--- src/rtl/piece_bag_queue_pkg.sv ---
// Shared definitions for the 7-bag piece generator: piece codes, bag mask, LFSR taps, FSM states.
package piece_bag_queue_pkg;

    localparam logic [2:0]  PIECE_EMPTY       = 3'd7;
    localparam logic [6:0]  BAG_FULL          = 7'h7F;
    // Fibonacci feedback taps 16,14,13,11 -> bits 15,13,12,10
    localparam logic [15:0] LFSR_TAPS         = 16'hB400;
    localparam logic [15:0] LFSR_DEFAULT_SEED = 16'hACE1;

    typedef enum logic [1:0] {
        PBQ_FILL  = 2'd0,
        PBQ_FULL  = 2'd1,
        PBQ_FLUSH = 2'd2
    } pbq_state_t;

    function automatic logic [2:0] bag_count(input logic [6:0] mask);
        logic [2:0] n;
        n = 3'd0;
        for (int i = 0; i < 7; i++) begin
            n = n + {2'b00, mask[i]};
        end
        return n;
    endfunction

endpackage

--- src/rtl/piece_bag_queue_lfsr.sv ---
// 16-bit Fibonacci LFSR for piece sampling; a zero seed is replaced by the default seed.
module piece_lfsr
    import piece_bag_queue_pkg::*;
#(
    parameter logic [15:0] SEED = 16'hACE1
) (
    input  logic       clk,
    input  logic       rst_n,
    output logic [2:0] sample
);

    localparam logic [15:0] SEED_EFF = (SEED == 16'h0000) ? LFSR_DEFAULT_SEED : SEED;

    logic [15:0] lfsr_q;

    // Free-running in every state so player timing feeds entropy into the sequence.
    always_ff @(posedge clk or negedge rst_n) begin
        if (!rst_n) begin
            lfsr_q <= SEED_EFF;
        end else begin
            lfsr_q <= {lfsr_q[14:0], ^(lfsr_q & LFSR_TAPS)};
        end
    end

    assign sample = lfsr_q[2:0];

endmodule

--- src/rtl/piece_bag_queue.sv ---
// 7-bag piece generator feeding a small FIFO of upcoming pieces; head piece is registered.
// Optional build macro PREVIEW_EN adds a registered `preview` output of the second FIFO entry.
module piece_bag_queue
    import piece_bag_queue_pkg::*;
#(
    parameter int          DEPTH = 3,
    parameter logic [15:0] SEED  = 16'hACE1
) (
    input  logic       clk,
    input  logic       rst_n,
    input  logic       restart,
    input  logic       take,
    output logic [2:0] piece,
    output logic       piece_valid,
    output logic [2:0] bag_left,
`ifdef PREVIEW_EN
    output logic [2:0] preview,
`endif
    output pbq_state_t dbg_state,
    output logic [3:0] dbg_count
);

    localparam int             PW      = $clog2(DEPTH);
    localparam int             CW      = $clog2(DEPTH + 1);
    localparam logic [CW-1:0]  DEPTH_C = CW'(DEPTH);
    localparam logic [PW-1:0]  LAST_P  = PW'(DEPTH - 1);

    logic [2:0]    cand;
    pbq_state_t    state_q, state_d;
    logic [2:0]    mem_q [DEPTH];
    logic [PW-1:0] head_q, head_d, tail_q, tail_d;
    logic [CW-1:0] count_q, count_d;
    logic [6:0]    mask_q, mask_d, mask_clr;
    logic [2:0]    piece_d;
    logic          push, pop;

    piece_lfsr #(.SEED(SEED)) u_lfsr (
        .clk    (clk),
        .rst_n  (rst_n),
        .sample (cand)
    );

    function automatic logic [PW-1:0] ptr_inc(input logic [PW-1:0] p);
        return (p == LAST_P) ? '0 : p + 1'b1;
    endfunction

    always_comb begin
        state_d  = state_q;
        head_d   = head_q;
        tail_d   = tail_q;
        count_d  = count_q;
        mask_d   = mask_q;
        mask_clr = mask_q;
        push     = 1'b0;
        pop      = 1'b0;
        if (restart) begin
            state_d = PBQ_FLUSH;
            head_d  = '0;
            tail_d  = '0;
            count_d = '0;
            mask_d  = BAG_FULL;
        end else begin
            case (state_q)
                PBQ_FILL, PBQ_FULL: begin
                    // Reject sampling: draws of 7 or already-dealt pieces are simply dropped.
                    push = (state_q == PBQ_FILL) && (cand != PIECE_EMPTY) &&
                           mask_q[cand] && (count_q < DEPTH_C);
                    pop  = take && (count_q != '0);
                    if (push) begin
                        tail_d   = ptr_inc(tail_q);
                        mask_clr = mask_q & ~(7'b1 << cand);
                        mask_d   = (mask_clr == 7'h00) ? BAG_FULL : mask_clr;
                    end
                    if (pop) begin
                        head_d = ptr_inc(head_q);
                    end
                    if (push && !pop) begin
                        count_d = count_q + 1'b1;
                    end else if (pop && !push) begin
                        count_d = count_q - 1'b1;
                    end
                    state_d = (count_d == DEPTH_C) ? PBQ_FULL : PBQ_FILL;
                end
                default: state_d = PBQ_FILL;
            endcase
        end
    end

    // Next head value, with the entry being written this edge forwarded.
    always_comb begin
        piece_d = PIECE_EMPTY;
        if (count_d != '0) begin
            piece_d = (push && tail_q == head_d) ? cand : mem_q[head_d];
        end
    end

`ifdef PREVIEW_EN
    logic [2:0]    preview_d;
    logic [PW-1:0] head_n1;

    always_comb begin
        head_n1   = ptr_inc(head_d);
        preview_d = PIECE_EMPTY;
        if (count_d > CW'(1)) begin
            preview_d = (push && tail_q == head_n1) ? cand : mem_q[head_n1];
        end
    end

    always_ff @(posedge clk or negedge rst_n) begin
        if (!rst_n) begin
            preview <= PIECE_EMPTY;
        end else begin
            preview <= preview_d;
        end
    end
`endif

    always_ff @(posedge clk or negedge rst_n) begin
        if (!rst_n) begin
            state_q     <= PBQ_FILL;
            head_q      <= '0;
            tail_q      <= '0;
            count_q     <= '0;
            mask_q      <= BAG_FULL;
            piece       <= PIECE_EMPTY;
            piece_valid <= 1'b0;
        end else begin
            state_q     <= state_d;
            head_q      <= head_d;
            tail_q      <= tail_d;
            count_q     <= count_d;
            mask_q      <= mask_d;
            piece       <= piece_d;
            piece_valid <= (count_d != '0);
        end
    end

    always_ff @(posedge clk) begin
        if (push) begin
            mem_q[tail_q] <= cand;
        end
    end

    assign bag_left  = bag_count(mask_q);
    assign dbg_state = state_q;
    assign dbg_count = 4'(count_q);

endmodule

--- config.mk ---
export PLATFORM = sky130hd
export DESIGN_NAME = piece_bag_queue
export DESIGN_NICKNAME = d
export VERILOG_FILES = /design/src/rtl/piece_bag_queue_pkg.sv /design/src/rtl/piece_bag_queue_lfsr.sv /design/src/rtl/piece_bag_queue.sv
export SDC_FILE = /design/constraint.sdc
export NUM_CORES = 1
export LEC_CHECK = 0
export ABC_CLOCK_PERIOD_IN_PS = 2900
export BUFFER_PORTS_ARGS = -buffer_cell sky130_fd_sc_hd__buf_2
export CAP_MARGIN = 20
export CORE_ASPECT_RATIO = 0.7
export CORE_MARGIN = 2
export CORE_UTILIZATION = 55
export CTS_CLUSTER_SIZE = 16
export DETAILED_ROUTE_END_ITERATION = 7
export PLACE_DENSITY_LB_ADDON = 0.1
export REMOVE_ABC_BUFFERS = 1
export SLEW_MARGIN = 25
export SYNTH_ARGS = -nofsm -noshare
export SYNTH_HDL_FRONTEND = slang
export SYNTH_HIERARCHICAL = 1
export SYNTH_SLANG_ARGS = --single-unit
export TNS_END_PERCENT = 30
--- constraint.sdc ---
create_clock -name clk -period 2.9 [get_ports clk]
set_clock_uncertainty 0.1 [all_clocks]
set_input_delay 0.145 -clock clk [delete_from_list [all_inputs] [get_ports clk]]
set_output_delay 0.145 -clock clk [all_outputs]
set_load 0.01 [all_outputs]
==> flow_metrics.env <==
export IMPL_outcome="finished, violations left"
export IMPL_violations="setup timing"
export IMPL_fillers=301
export IMPL_routed_wl_mm=3.91
export IMPL_ir_worst_vdd_uv=503
export IMPL_cts_tree="yes"
export IMPL_vias=1449
export IMPL_startpoint="mask_q[0]$_DFFE_PN1P_"
export IMPL_grt_pass1_wl_mm=6.89
export IMPL_clk_latency_ps=290
export IMPL_netlist_instances=189
export IMPL_dpl_worst_slack_ps=162
export IMPL_crit_arrival_ps=2740
export IMPL_cts_made_buffers=5
export IMPL_grt_pass1_vias=1433
export IMPL_pwr_share_comb_pct=17.2
export IMPL_synth_distinct_cells=52
export IMPL_max_slew_margin_pct=49.2
export IMPL_clockBufferDepth=2
export IMPL_clk_pin_slew_ps=80
export IMPL_drv_cap=0
export IMPL_fp_dieH_um=56.2
export IMPL_io_pins=17
export IMPL_switchingPower_mw=0.383
export IMPL_drc_errors=0
export IMPL_clock_root_buffer="clkbuf_8"
export IMPL_hold_path_startpoint="restart"
export IMPL_cp_end_kind="primary output"
export IMPL_worst_slew_pin_transition_ps=761
export IMPL_ys_seq_elements=44
export IMPL_p_sw_share_pct=27.2
export IMPL_rows=18
export IMPL_hp_class="in -> reg"
export IMPL_cts_sinks=44
export IMPL_grt_overflow=0
export IMPL_worstReg2RegEnd="mem_q[2][1]$_DFFE_PP_"
export IMPL_worstSetupStartpointType="flop"
export IMPL_p_int_mw=1.02
export IMPL_dr_first_iter_drc_count=139
export IMPL_slew_viol_final=0
export IMPL_grt_usage_pct=20.1
export IMPL_final_cell_mix="nor2_1, dfstp_2, dfrtp_1"
export IMPL_start_util_pct=59.0
export IMPL_syn_avg_cell_area_um2=11.3
export IMPL_hold_path_cell_count=1
export IMPL_whs_endpoint="dbg_state[1]$_DFF_PN0_"
export IMPL_met2_usage_pct=29.8
export IMPL_final_nets=218
export IMPL_clock_fmax_mhz=335
export IMPL_finalSetupViolations=1
export IMPL_die_area_um2=4410
export IMPL_path_class="reg -> out"
export IMPL_drive_gt1_share_pct=28.7
export IMPL_core_um2=3630
export IMPL_drtPass1Iterations=4
export IMPL_cp_required_ps=2650
export IMPL_post_place_cells=248
export IMPL_gr_usage_met1_pct=29.8
export IMPL_cts_max_level=2
export IMPL_finalCritPeriodShare_pct=103
export IMPL_diodes=0
export IMPL_hpwl_mm=2.66
export IMPL_p_per_area_nw_per_um2=589
export IMPL_rsz0062_at_grt="yes"
export IMPL_ant_nets=0
export IMPL_antenna_found_initial=0
export IMPL_power_share_clock_pct=33.2
export IMPL_worstReg2RegStart="count_q[0]$_DFF_PN0_"
export IMPL_rr_worst_depth=6
export IMPL_post_drt_wl_per_cell_um=15.1
export IMPL_ys_seq_area_share_pct=54.6
export IMPL_grt_max_degree=36
export IMPL_ff2ff_setup_slack_ps=260
export IMPL_met3_usage_pct=5.03
export IMPL_cp_max_fo=2
export IMPL_grt_busiest_layer="met1"
export IMPL_fin_ws_ps=-81.8
export IMPL_yosysWarningCount=6
export IMPL_fin_crit_ps=2980
export IMPL_syn_to_final_growth_pct=11.6
export IMPL_hold_violations=0
export IMPL_layoutNonFillerInstCount=259
export IMPL_port_buffers=14
export IMPL_die_w_um=78.5
export IMPL_gp_congestion=0.880
export IMPL_p_leak_nw=0.990
export IMPL_viasPerCell=5.59
export IMPL_pwr_share_seq_pct=49.6
export IMPL_syn_cell_area_um2=2140
==> area by class of cell <==
class	instances	area, um^2	share of cell area [%]
clock buffer	5	68.8	2.88
clock inverter	3	46.3	1.94
inverter	14	52.6	2.20
multi-input combinational	122	865	36.2
sequential	44	1170	48.9
tap	50	62.6	2.62
timing repair buffer	21	125	5.24
==> routing by layer <==
metal / share of wire (%) / vias up
met4: 1.1 / 0
met3: 5.6 / 8
li1: - / 695
met5: 0 / -
met2: 43 / 45
met1: 51 / 701
==> power by group through the flow <==
stage	clock network (mW)	logic (mW)	registers [mW]
after floorplan	0	0.148	0.717
after global placement	0	0.224	0.708
after detailed placement	0	0.231	0.710
after CTS	0.476	0.238	0.697
after global routing	0.508	0.272	0.702
final	0.468	0.242	0.697
==> logic make-up (layout without fill, tap and decap cells) <==
logic type,after synthesis,count (layout),synth area share (%)
mux,8,8,3.98
fa+ha+maj,6,6,4.91
compound gates,41,41,13.6
xor+xnor,5,5,2.05
flops,44,44,54.6
simple gates,60,60,15.1
other cells,1,2,0.175
buf+inv,24,43,5.56
==> cell usage after synthesis (all sizes together) <==
cell type	instances	area, um^2
a2111oi	1	15.0
a211o	3	26.3
a211oi	2	20.0
a21oi	13	65.1
a221oi	1	8.76
a22oi	2	15.0
a31oi	2	12.5
a32oi	1	16.3
a41oi	2	17.5
and2b	1	7.51
and3	2	13.8
buf	8	58.8
clkbuf	2	7.51
conb	1	3.75
dfrtp	17	425
dfstp	18	473
edfxtp	9	270
fa	4	80.1
ha	2	25.0
inv	14	52.6
mux2	1	11.3
mux2i	7	73.8
nand2	8	30.0
nand2b	1	6.26
nand3	5	30.0
nand3b	2	15.0
nor2	19	73.8
nor2b	2	12.5
nor3	6	30.0
nor3b	5	37.5
nor4	1	6.26
nor4b	1	8.76
o211ai	1	12.5
o21a	1	7.51
o21ai	7	35.0
o21bai	1	7.51
o22a	1	8.76
o31ai	3	22.5
or2b	2	15.0
or3	3	20.0
or3b	2	17.5
xnor2	3	26.3
xor2	2	17.5
==> critical path, cell delays in order, from the launching register on <==
cell	delay (ps)
dfstp_2	390
fa_1	520
inv_1	50
fa_1	470
inv_1	50
fa_2	330
inv_2	60
fa_1	400
inv_1	70
buf_2	120
==> sequential cells by signal (all words and copies together), names as in the netlist <==
signal and count:
mask_q 7, count_q 2, piece_valid 1, piece 3
mem_q 9, dbg_state 2, tail_q 2, u_lfsr/lfsr_q 16
head_q 2
==> worst max path at each step <==
stage                             end  slack [ps]  cells after the start
final                     bag_left[1]         -80                      9
after global routing      bag_left[1]        -200                      9
after CTS                 bag_left[1]        -110                      9
after detailed placement  bag_left[1]         160                      9
after global placement    bag_left[1]         180                      9
after floorplan           bag_left[1]         300                      8
==> through the flow <==
step | TNS (ps) | power, mW | utilization (%) | cell area (um^2) | hold WS, ps
6_report | -81.8 | 1.41 | 65.9 | 2390 | 38.1
5_1_grt | -247 | 1.48 | 65.9 | 2390 | 43.1
4_1_cts | -114 | 1.41 | 65.7 | 2380 | 27.4
3_5_place_dp | 0 | 0.942 | 61.8 | 2240 | 160
3_3_place_gp | 0 | 0.932 | 61.8 | 2240 | 147
2_1_floorplan | 0 | 0.865 | - | 2080 | -251
==> timing repair <==
item | CTS | global route
hold endpoints to repair | 17 | 0
gates resized for setup | 2 | 1
endpoints found under the setup margin | 1 | 5
hold buffers | 1 | 0
pin swaps | 1 | 1
buffers inserted | 2 | 0
No activity file was read; power rests on OpenSTA's default activity.
